`src/rtl/spi_tx_queue_pkg.sv`:
```
// Shared SPI definitions: entry/status layouts and transmit FSM encodings.
// Also used by the SPI output driver, so encodings must stay stable.
package spi_tx_queue_pkg;

  localparam int unsigned ENTRY_W  = 10;
  localparam int unsigned STATUS_W = 32;
  localparam int unsigned COUNT_W  = 5;

  typedef enum logic [2:0] {
    ST_IDLE      = 3'd0,
    ST_ISSUE     = 3'd1,
    ST_WAIT_LOW  = 3'd2,
    ST_WAIT_HIGH = 3'd3,
    ST_GAP       = 3'd4
  } tx_state_e;

  // One queued SPI entry as written by the CPU.
  typedef struct packed {
    logic       pwr_on;
    logic       dc;
    logic [7:0] data;
  } tx_entry_t;

  // CPU-visible status word; field order fixes the bit positions.
  typedef struct packed {
    logic [21:0]        rsvd;
    logic               err;
    logic               ovf;
    logic               idle;
    logic               empty;
    logic               full;
    logic [COUNT_W-1:0] count;
  } status_t;

endpackage

```
`src/rtl/spi_tx_queue_if.sv`:
```
// CPU write/status port and SPI driver handshake for the transmit queue.
interface spi_tx_queue_if;
  import spi_tx_queue_pkg::*;

  logic                wr;
  logic [ENTRY_W-1:0]  wdata;
  logic                rd;
  logic [STATUS_W-1:0] status;
  logic                spi_start;
  logic [ENTRY_W-1:0]  spi_din;
  logic                spi_cs_n;

  modport master (
    output wr, wdata, rd, spi_cs_n,
    input  status, spi_start, spi_din
  );

  modport slave (
    input  wr, wdata, rd, spi_cs_n,
    output status, spi_start, spi_din
  );

endinterface

```
`src/rtl/spi_tx_queue_fifo_sync.sv`:
```
// Synchronous FIFO with registered pointers/occupancy and a combinational head.
// A push into a full FIFO is accepted only when a pop happens the same cycle.
module spi_tx_queue_fifo_sync #(
  parameter int unsigned DEPTH = 16,
  parameter int unsigned WIDTH = 10
) (
  input  logic                     clk,
  input  logic                     reset_,
  input  logic                     push_i,
  input  logic [WIDTH-1:0]         wdata_i,
  input  logic                     pop_i,
  output logic [WIDTH-1:0]         head_c_o,
  output logic [$clog2(DEPTH):0]   count_o
);

  localparam int unsigned AW = $clog2(DEPTH);
  localparam int unsigned CW = AW + 1;

  logic [WIDTH-1:0] mem_q [DEPTH];
  logic [AW-1:0]    wr_ptr_q, wr_ptr_d;
  logic [AW-1:0]    rd_ptr_q, rd_ptr_d;
  logic [CW-1:0]    cnt_q, cnt_d;
  logic             full, empty, push_ok, pop_ok;

  always_comb begin
    full     = (cnt_q == CW'(DEPTH));
    empty    = (cnt_q == '0);
    pop_ok   = pop_i && !empty;
    push_ok  = push_i && (!full || pop_ok);
    wr_ptr_d = wr_ptr_q;
    rd_ptr_d = rd_ptr_q;
    cnt_d    = cnt_q;
    // DEPTH is a power of two, so natural pointer overflow is the modulo wrap
    if (push_ok) wr_ptr_d = wr_ptr_q + AW'(1);
    if (pop_ok)  rd_ptr_d = rd_ptr_q + AW'(1);
    case ({push_ok, pop_ok})
      2'b10:   cnt_d = cnt_q + CW'(1);
      2'b01:   cnt_d = cnt_q - CW'(1);
      default: cnt_d = cnt_q;
    endcase
  end

  always_ff @(posedge clk or negedge reset_) begin
    if (!reset_) begin
      wr_ptr_q <= '0;
      rd_ptr_q <= '0;
      cnt_q    <= '0;
    end else begin
      wr_ptr_q <= wr_ptr_d;
      rd_ptr_q <= rd_ptr_d;
      cnt_q    <= cnt_d;
    end
  end

  // Storage needs no reset: occupancy alone decides what is valid.
  always_ff @(posedge clk) begin
    if (push_ok) mem_q[wr_ptr_q] <= wdata_i;
  end

  assign head_c_o = mem_q[rd_ptr_q];
  assign count_o  = cnt_q;

endmodule

```
`src/rtl/spi_tx_queue.sv`:
```
// CPU-to-SPI transmit queue: buffers entries and hands them one at a time to the
// SPI output driver, tracking the driver's chip-select to pace transfers.
module spi_tx_queue
  import spi_tx_queue_pkg::*;
#(
  parameter int unsigned DEPTH       = 16,
  parameter int unsigned LOW_TIMEOUT = 8
) (
  input  logic           clk,
  input  logic           reset_,
  spi_tx_queue_if.slave  bus
);

  localparam int unsigned CW = $clog2(DEPTH) + 1;
  localparam int unsigned TW = $clog2(LOW_TIMEOUT + 1);

  tx_state_e         state_q, state_d;
  logic [TW-1:0]     tmo_q, tmo_d;
  tx_entry_t         din_q, din_d;
  logic              ovf_q, ovf_d;
  logic              err_q, err_d;
  logic              pop, timeout, drop, full, empty;
  logic [ENTRY_W-1:0] head_raw;
  tx_entry_t         head;
  logic [CW-1:0]     fifo_count;
  status_t           st;

  spi_tx_queue_fifo_sync #(
    .DEPTH (DEPTH),
    .WIDTH (ENTRY_W)
  ) u_fifo (
    .clk      (clk),
    .reset_   (reset_),
    .push_i   (bus.wr),
    .wdata_i  (bus.wdata),
    .pop_i    (pop),
    .head_c_o (head_raw),
    .count_o  (fifo_count)
  );

  assign head  = tx_entry_t'(head_raw);
  assign full  = (fifo_count == CW'(DEPTH));
  assign empty = (fifo_count == '0);

  // Transmit sequencer: next state, pop request and timeout bookkeeping.
  always_comb begin
    state_d = state_q;
    tmo_d   = tmo_q;
    din_d   = din_q;
    pop     = 1'b0;
    timeout = 1'b0;
    case (state_q)
      ST_IDLE: begin
        if (!empty) begin
          pop     = 1'b1;
          din_d   = head;
          state_d = ST_ISSUE;
        end
      end
      ST_ISSUE: begin
        tmo_d   = '0;
        // Power-on commands never assert chip-select, so skip the cs_n handshake
        state_d = din_q.pwr_on ? ST_GAP : ST_WAIT_LOW;
      end
      ST_WAIT_LOW: begin
        if (!bus.spi_cs_n) begin
          tmo_d   = '0;
          state_d = ST_WAIT_HIGH;
        end else if (tmo_q == TW'(LOW_TIMEOUT - 1)) begin
          timeout = 1'b1;
          tmo_d   = '0;
          state_d = ST_IDLE;
        end else begin
          tmo_d = tmo_q + TW'(1);
        end
      end
      ST_WAIT_HIGH: begin
        if (bus.spi_cs_n) state_d = ST_GAP;
      end
      ST_GAP: begin
        state_d = ST_IDLE;
      end
      default: begin
        state_d = ST_IDLE;
      end
    endcase
  end

  // Sticky flags: a new event in the same cycle as a status read survives it.
  always_comb begin
    drop  = bus.wr && full && !pop;
    ovf_d = drop    | (ovf_q & ~bus.rd);
    err_d = timeout | (err_q & ~bus.rd);
  end

  always_ff @(posedge clk or negedge reset_) begin
    if (!reset_) begin
      state_q <= ST_IDLE;
      tmo_q   <= '0;
      din_q   <= '0;
      ovf_q   <= 1'b0;
      err_q   <= 1'b0;
    end else begin
      state_q <= state_d;
      tmo_q   <= tmo_d;
      din_q   <= din_d;
      ovf_q   <= ovf_d;
      err_q   <= err_d;
    end
  end

  always_comb begin
    st       = '0;
    st.err   = err_q;
    st.ovf   = ovf_q;
    st.idle  = (state_q == ST_IDLE) && empty;
    st.empty = empty;
    st.full  = full;
    st.count = COUNT_W'(fifo_count);
  end

  assign bus.status    = st;
  assign bus.spi_start = (state_q == ST_ISSUE);
  assign bus.spi_din   = din_q;

endmodule

```
`src/flat_wrapper.sv`:
```
// flat-port wrapper written by rule: the top's interface ports become plain ports
module spi_tx_queue_flat import spi_tx_queue_pkg::*;
#(
  parameter int unsigned DEPTH       = 16,
  parameter int unsigned LOW_TIMEOUT = 8
)
  (clk, reset_, bus_wr, bus_wdata, bus_rd, bus_spi_cs_n, bus_status, bus_spi_start, bus_spi_din);
  spi_tx_queue_if bus_i ();
  input  logic clk;
  input  logic reset_;
  input wire logic [$bits(bus_i.wr)-1:0] bus_wr;
  input wire logic [$bits(bus_i.wdata)-1:0] bus_wdata;
  input wire logic [$bits(bus_i.rd)-1:0] bus_rd;
  input wire logic [$bits(bus_i.spi_cs_n)-1:0] bus_spi_cs_n;
  output wire logic [$bits(bus_i.status)-1:0] bus_status;
  output wire logic [$bits(bus_i.spi_start)-1:0] bus_spi_start;
  output wire logic [$bits(bus_i.spi_din)-1:0] bus_spi_din;
  assign bus_i.wr = bus_wr;
  assign bus_i.wdata = bus_wdata;
  assign bus_i.rd = bus_rd;
  assign bus_i.spi_cs_n = bus_spi_cs_n;
  assign bus_status = bus_i.status;
  assign bus_spi_start = bus_i.spi_start;
  assign bus_spi_din = bus_i.spi_din;
  spi_tx_queue #(.DEPTH(DEPTH), .LOW_TIMEOUT(LOW_TIMEOUT)) u_core (.clk(clk), .reset_(reset_), .bus(bus_i));
endmodule
```
`config.mk`:
```
export PLATFORM = sky130hd
export DESIGN_NAME = spi_tx_queue_flat
export DESIGN_NICKNAME = d
export VERILOG_FILES = /design/src/rtl/spi_tx_queue_pkg.sv /design/src/rtl/spi_tx_queue_if.sv /design/src/rtl/spi_tx_queue_fifo_sync.sv /design/src/rtl/spi_tx_queue.sv /design/src/flat_wrapper.sv
export SDC_FILE = /design/constraint.sdc
export NUM_CORES = 1
export LEC_CHECK = 0
export ABC_AREA = 1
export BUFFER_PORTS_ARGS = -buffer_cell sky130_fd_sc_hd__buf_2
export CORE_MARGIN = 10
export CORE_UTILIZATION = 38
export CTS_BUF_LIST = sky130_fd_sc_hd__clkbuf_8
export CTS_CLUSTER_SIZE = 30
export DETAILED_ROUTE_END_ITERATION = 7
export SETUP_SLACK_MARGIN = 0.02
export SKIP_LAST_GASP = 1
export SYNTH_ARGS = -nofsm -noshare
export SYNTH_HDL_FRONTEND = slang
export SYNTH_HIERARCHICAL = 1
export SYNTH_SLANG_ARGS = --single-unit
```
`constraint.sdc`:
```
create_clock -name clk -period 7.3 [get_ports clk]
set_input_delay 0.365 -clock clk [delete_from_list [all_inputs] [get_ports clk]]
set_output_delay 0.365 -clock clk [all_outputs]
set_load 0.005 [all_outputs]
```
==> flow_summary.ini <==
[run_status]
run_status = finished clean

[clocking]
resized_gates_after_cts = 0
h-tree-depth = 4
insertion_delay_ns = 0.47
cts.root.buffer_cell = sky130_fd_sc_hd__clkbuf_8
post-cts-setup-buffers = 0
cts_tree = yes
post_cts_hold_buffer_count = 1
clock_sinks = 192
clockBufferDepth = 2
cts_inserted_buffers = 17
path_clk_slew_ns = 0.10

[die]
die_area_um2 = 28400
std_cell_rows = 54
initial_utilization = 0.385
dieWidth_um = 169
core_area_um2 = 21800
die_height_um = 169
io_pins = 58

[synthesis]
synth.distinct_cells = 34
leading_cell_types_by_total_area_after_synthesis = sky130_fd_sc_hd__edfxtp_1 57%, sky130_fd_sc_hd__dfrtp_1 9.6%, sky130_fd_sc_hd__nor2_1 5.1%, sky130_fd_sc_hd__o211ai_1 3.6%, sky130_fd_sc_hd__buf_4 3.3%
synth-edff-count = 160
synth_seq_cells = 192
synth_flop_cell = sky130_fd_sc_hd__edfxtp_1
commonest_cells_in_the_synthesized_netlist = 160 x sky130_fd_sc_hd__edfxtp_1, 114 x sky130_fd_sc_hd__nor2_1, 73 x sky130_fd_sc_hd__nand2_1
avgSynthCellArea_um2 = 11.7
yosys_warnings = 6
mappedNetlistArea_um2 = 8380
yosysTopAreaCell = sky130_fd_sc_hd__edfxtp_1
synth.top_cell.area_share = 0.573
synth.most_common_cell = sky130_fd_sc_hd__edfxtp_1
synth-seq-area-share = 0.669
post_synth_inst_count = 714
synthArstFlopShare = 0.167

[critical_path]
cp.arrival_ns = 2.92
crit_fanout = 16
crit_path_top_delay_cell = sky130_fd_sc_hd__nor2_1
r2r-end = u_core/u_fifo/mem_q[1][8]$_DFFE_PP_
ordered_list_of_cells_on_the_worst_path = nor3_2 -> nand2_2 -> inv_2 -> or2_4 -> nand2_4 -> nor2_1
timing.setup.critical_path_class = reg2reg
rr_worst_depth = 6
startpoint_kind_of_the_worst_setup_timing_path = flop
timing.critical_path.slowest_cell_delay_ns = 0.79
ff2ff_setup_slack_ns = 4.47
r2r_start = u_core/state_q[1]$_DFFE_PN0P_
critical_path_required_time_ns = 7.39
timing.critical_path.to_type = flop

[grt]
grt_use_met3 = 0.0285
met2_track_demand_over_resource = 0.223
grt_pass1_vias = 5184
gr-total-overflow = 0
grt_start_max_net_pins = 91
met1_usage = 0.189
first_pass_grt_wire_length_mm = 31.0
grt_antenna_before_repair = 0
globalRoute.busiestLayer = met2
gr-usage-all-layers = 0.142

[job]
max_cap_viol_count = 0

[sta]
tns_ns = 0
drv_slew = 0
grt_setup_unrepaired = no
tightest_slew_ns = 1.01
worst_clock_skew_ns = 0.0122
maxSlewHeadroom = 0.323
final.hold.worst_slack_ns = 0.0926
report.final.hold_viol_count = 0
report.final.setup_viol = 0
layout_worst_path_cycle_share = 0.387
achievable-frequency_ghz = 0.354
finalWorstPathRequiredPeriod_ns = 2.83

[power]
static-leakage-power_nw = 3.25
pwr_density_cell_nw_per_um2 = 384
power_frac_seq = 0.426
share_clk_of_total_power = 0.190
power.switching_fraction = 0.411
max-vdd-ir-drop_mv = 0.176
internal_power_summed_over_all_cells_mw = 2.03
switching_power_mw = 1.42
combinationalPowerShare = 0.385

[min_path]
min_path_cells = 2
hold_start = bus_rd
hold_end = u_core/ovf_q$_DFF_PN0_
worst_hold_path_type = in2reg

[finish]
fill_cells = 2059
ff_latch_area_um2 = 5610
num-nets-final = 758
area.growth.synth_to_final_pct = 7.03
multi_input_comb_area_um2 = 2290
drive_above_1_share = 0.147
count_of_non_filler_cells_in_the_finished_layout = 1027

[route]
post_drt_via_cell_ratio = 5.24
drt_pass1_iterations = 6
wl_per_cell_um = 19.9
drcViolationCount = 0
wirelength_mm = 20.4
first_iter_violations = 589
via_count = 5380
post_route_antenna_net_violation_count = 0

[place]
dp.final_hpwl_mm = 12.7
placed_cells = 993
final_gp_congestion = 0.819
count_of_port_buffers_added_during_placement = 35
-- cell type report --
| cell class | count | area share |
|---|---|---|
| sequential | 192 | 0.625 |
| multi-input combinational | 447 | 0.255 |
| tap | 280 | 0.0391 |
| clock buffer | 17 | 0.0261 |
| timing repair buffer | 40 | 0.0240 |
| clock inverter | 15 | 0.0153 |
| inverter | 35 | 0.0149 |
| antenna | 1 | 0.000279 |
-- how the worst max path moves through the flow --
stage	to	cells past startpoint	start
2_1_floorplan	u_core/u_fifo/mem_q[3][0]$_DFFE_PP_	7	u_core/state_q[1]$_DFFE_PN0P_
3_3_place_gp	u_core/u_fifo/mem_q[13][8]$_DFFE_PP_	6	u_core/state_q[1]$_DFFE_PN0P_
3_5_place_dp	u_core/u_fifo/mem_q[0][6]$_DFFE_PP_	6	u_core/state_q[1]$_DFFE_PN0P_
4_1_cts	u_core/u_fifo/mem_q[0][6]$_DFFE_PP_	6	u_core/state_q[1]$_DFFE_PN0P_
5_1_grt	u_core/u_fifo/mem_q[0][6]$_DFFE_PP_	6	u_core/state_q[1]$_DFFE_PN0P_
6_report	u_core/u_fifo/mem_q[1][8]$_DFFE_PP_	6	u_core/state_q[1]$_DFFE_PN0P_
-- metrics by stage --
stage          worst slack (ns)   util  power, mW  area, um2
2_1_floorplan              5.01      -       2.45       8460
3_5_place_dp               4.48  0.395       2.80       8590
6_report                   4.47  0.412       3.44       8970
5_1_grt                    4.29  0.412       3.67       8970
3_3_place_gp               4.50  0.395       2.80       8590
4_1_cts                    4.46  0.412       3.45       8970
-- power by group through the flow --
stage,combinational [mW],clock (mW),sequential (mW)
6_report,1.32,0.654,1.47
5_1_grt,1.47,0.711,1.49
4_1_cts,1.32,0.667,1.47
3_5_place_dp,1.31,0,1.49
3_3_place_gp,1.31,0,1.49
2_1_floorplan,0.989,0,1.46
-- critical path: cells and delay by family (launching register included) --
kind / cells / cell delay, ns
buffers and inverters: 1 / 0.28
DFF: 1 / 0.46
and+or+nand+nor: 5 / 1.69
-- state kept, by name, summed over array words and instances (netlist names) --
name	flops
u_core/ovf_q	1
u_core/bus.spi_din	10
u_core/err_q	1
u_core/u_fifo/mem_q	160
u_core/state_q	3
u_core/u_fifo/rd_ptr_q	4
u_core/u_fifo/wr_ptr_q	4
u_core/u_fifo/count_o	5
u_core/tmo_q	4
-- routing by layer --
layer,vias to the layer above,wire [um]
met2,173,9720
met1,2693,9020
met5,-,0
met4,0,432
met3,32,1220
li1,2482,-
-- cell usage in the layout (no fill, tap or decap), types with 2 or more instances in the layout --
| cell type | instances |
|---|---|
| sky130_fd_sc_hd__a21oi_1 | 13 |
| sky130_fd_sc_hd__buf_2 | 35 |
| sky130_fd_sc_hd__buf_4 | 4 |
| sky130_fd_sc_hd__clkbuf_8 | 17 |
| sky130_fd_sc_hd__clkinv_1 | 2 |
| sky130_fd_sc_hd__clkinv_2 | 2 |
| sky130_fd_sc_hd__clkinv_4 | 5 |
| sky130_fd_sc_hd__clkinvlp_4 | 2 |
| sky130_fd_sc_hd__conb_1 | 22 |
| sky130_fd_sc_hd__dfrtp_1 | 30 |
| sky130_fd_sc_hd__dfrtp_2 | 2 |
| sky130_fd_sc_hd__edfxtp_1 | 160 |
| sky130_fd_sc_hd__ha_1 | 9 |
| sky130_fd_sc_hd__inv_1 | 30 |
| sky130_fd_sc_hd__inv_2 | 4 |
| sky130_fd_sc_hd__inv_8 | 2 |
| sky130_fd_sc_hd__nand2_1 | 73 |
| sky130_fd_sc_hd__nand2_2 | 3 |
| sky130_fd_sc_hd__nand2_4 | 2 |
| sky130_fd_sc_hd__nand3_1 | 37 |
| sky130_fd_sc_hd__nand3_2 | 3 |
| sky130_fd_sc_hd__nor2_1 | 114 |
| sky130_fd_sc_hd__nor2_2 | 21 |
| sky130_fd_sc_hd__nor3_2 | 3 |
| sky130_fd_sc_hd__o211ai_1 | 40 |
| sky130_fd_sc_hd__o21ai_0 | 51 |
| sky130_fd_sc_hd__o21ai_1 | 36 |
| sky130_fd_sc_hd__o22ai_1 | 3 |
| sky130_fd_sc_hd__xnor2_1 | 2 |
| sky130_fd_sc_hd__xor2_1 | 9 |
-- cell families (layout without fill, tap and decap cells) --
kind of cell,count (synthesis),count (layout),share of synthesized area
fa+ha+maj,10,10,0.0158
other cells,1,23,0.000447
compound gates,143,143,0.0978
buf+inv,96,107,0.0687
simple gates,261,261,0.137
xor+xnor,11,11,0.0115
flops,192,192,0.669
Note: power is estimated with default switching activity, not from simulation.
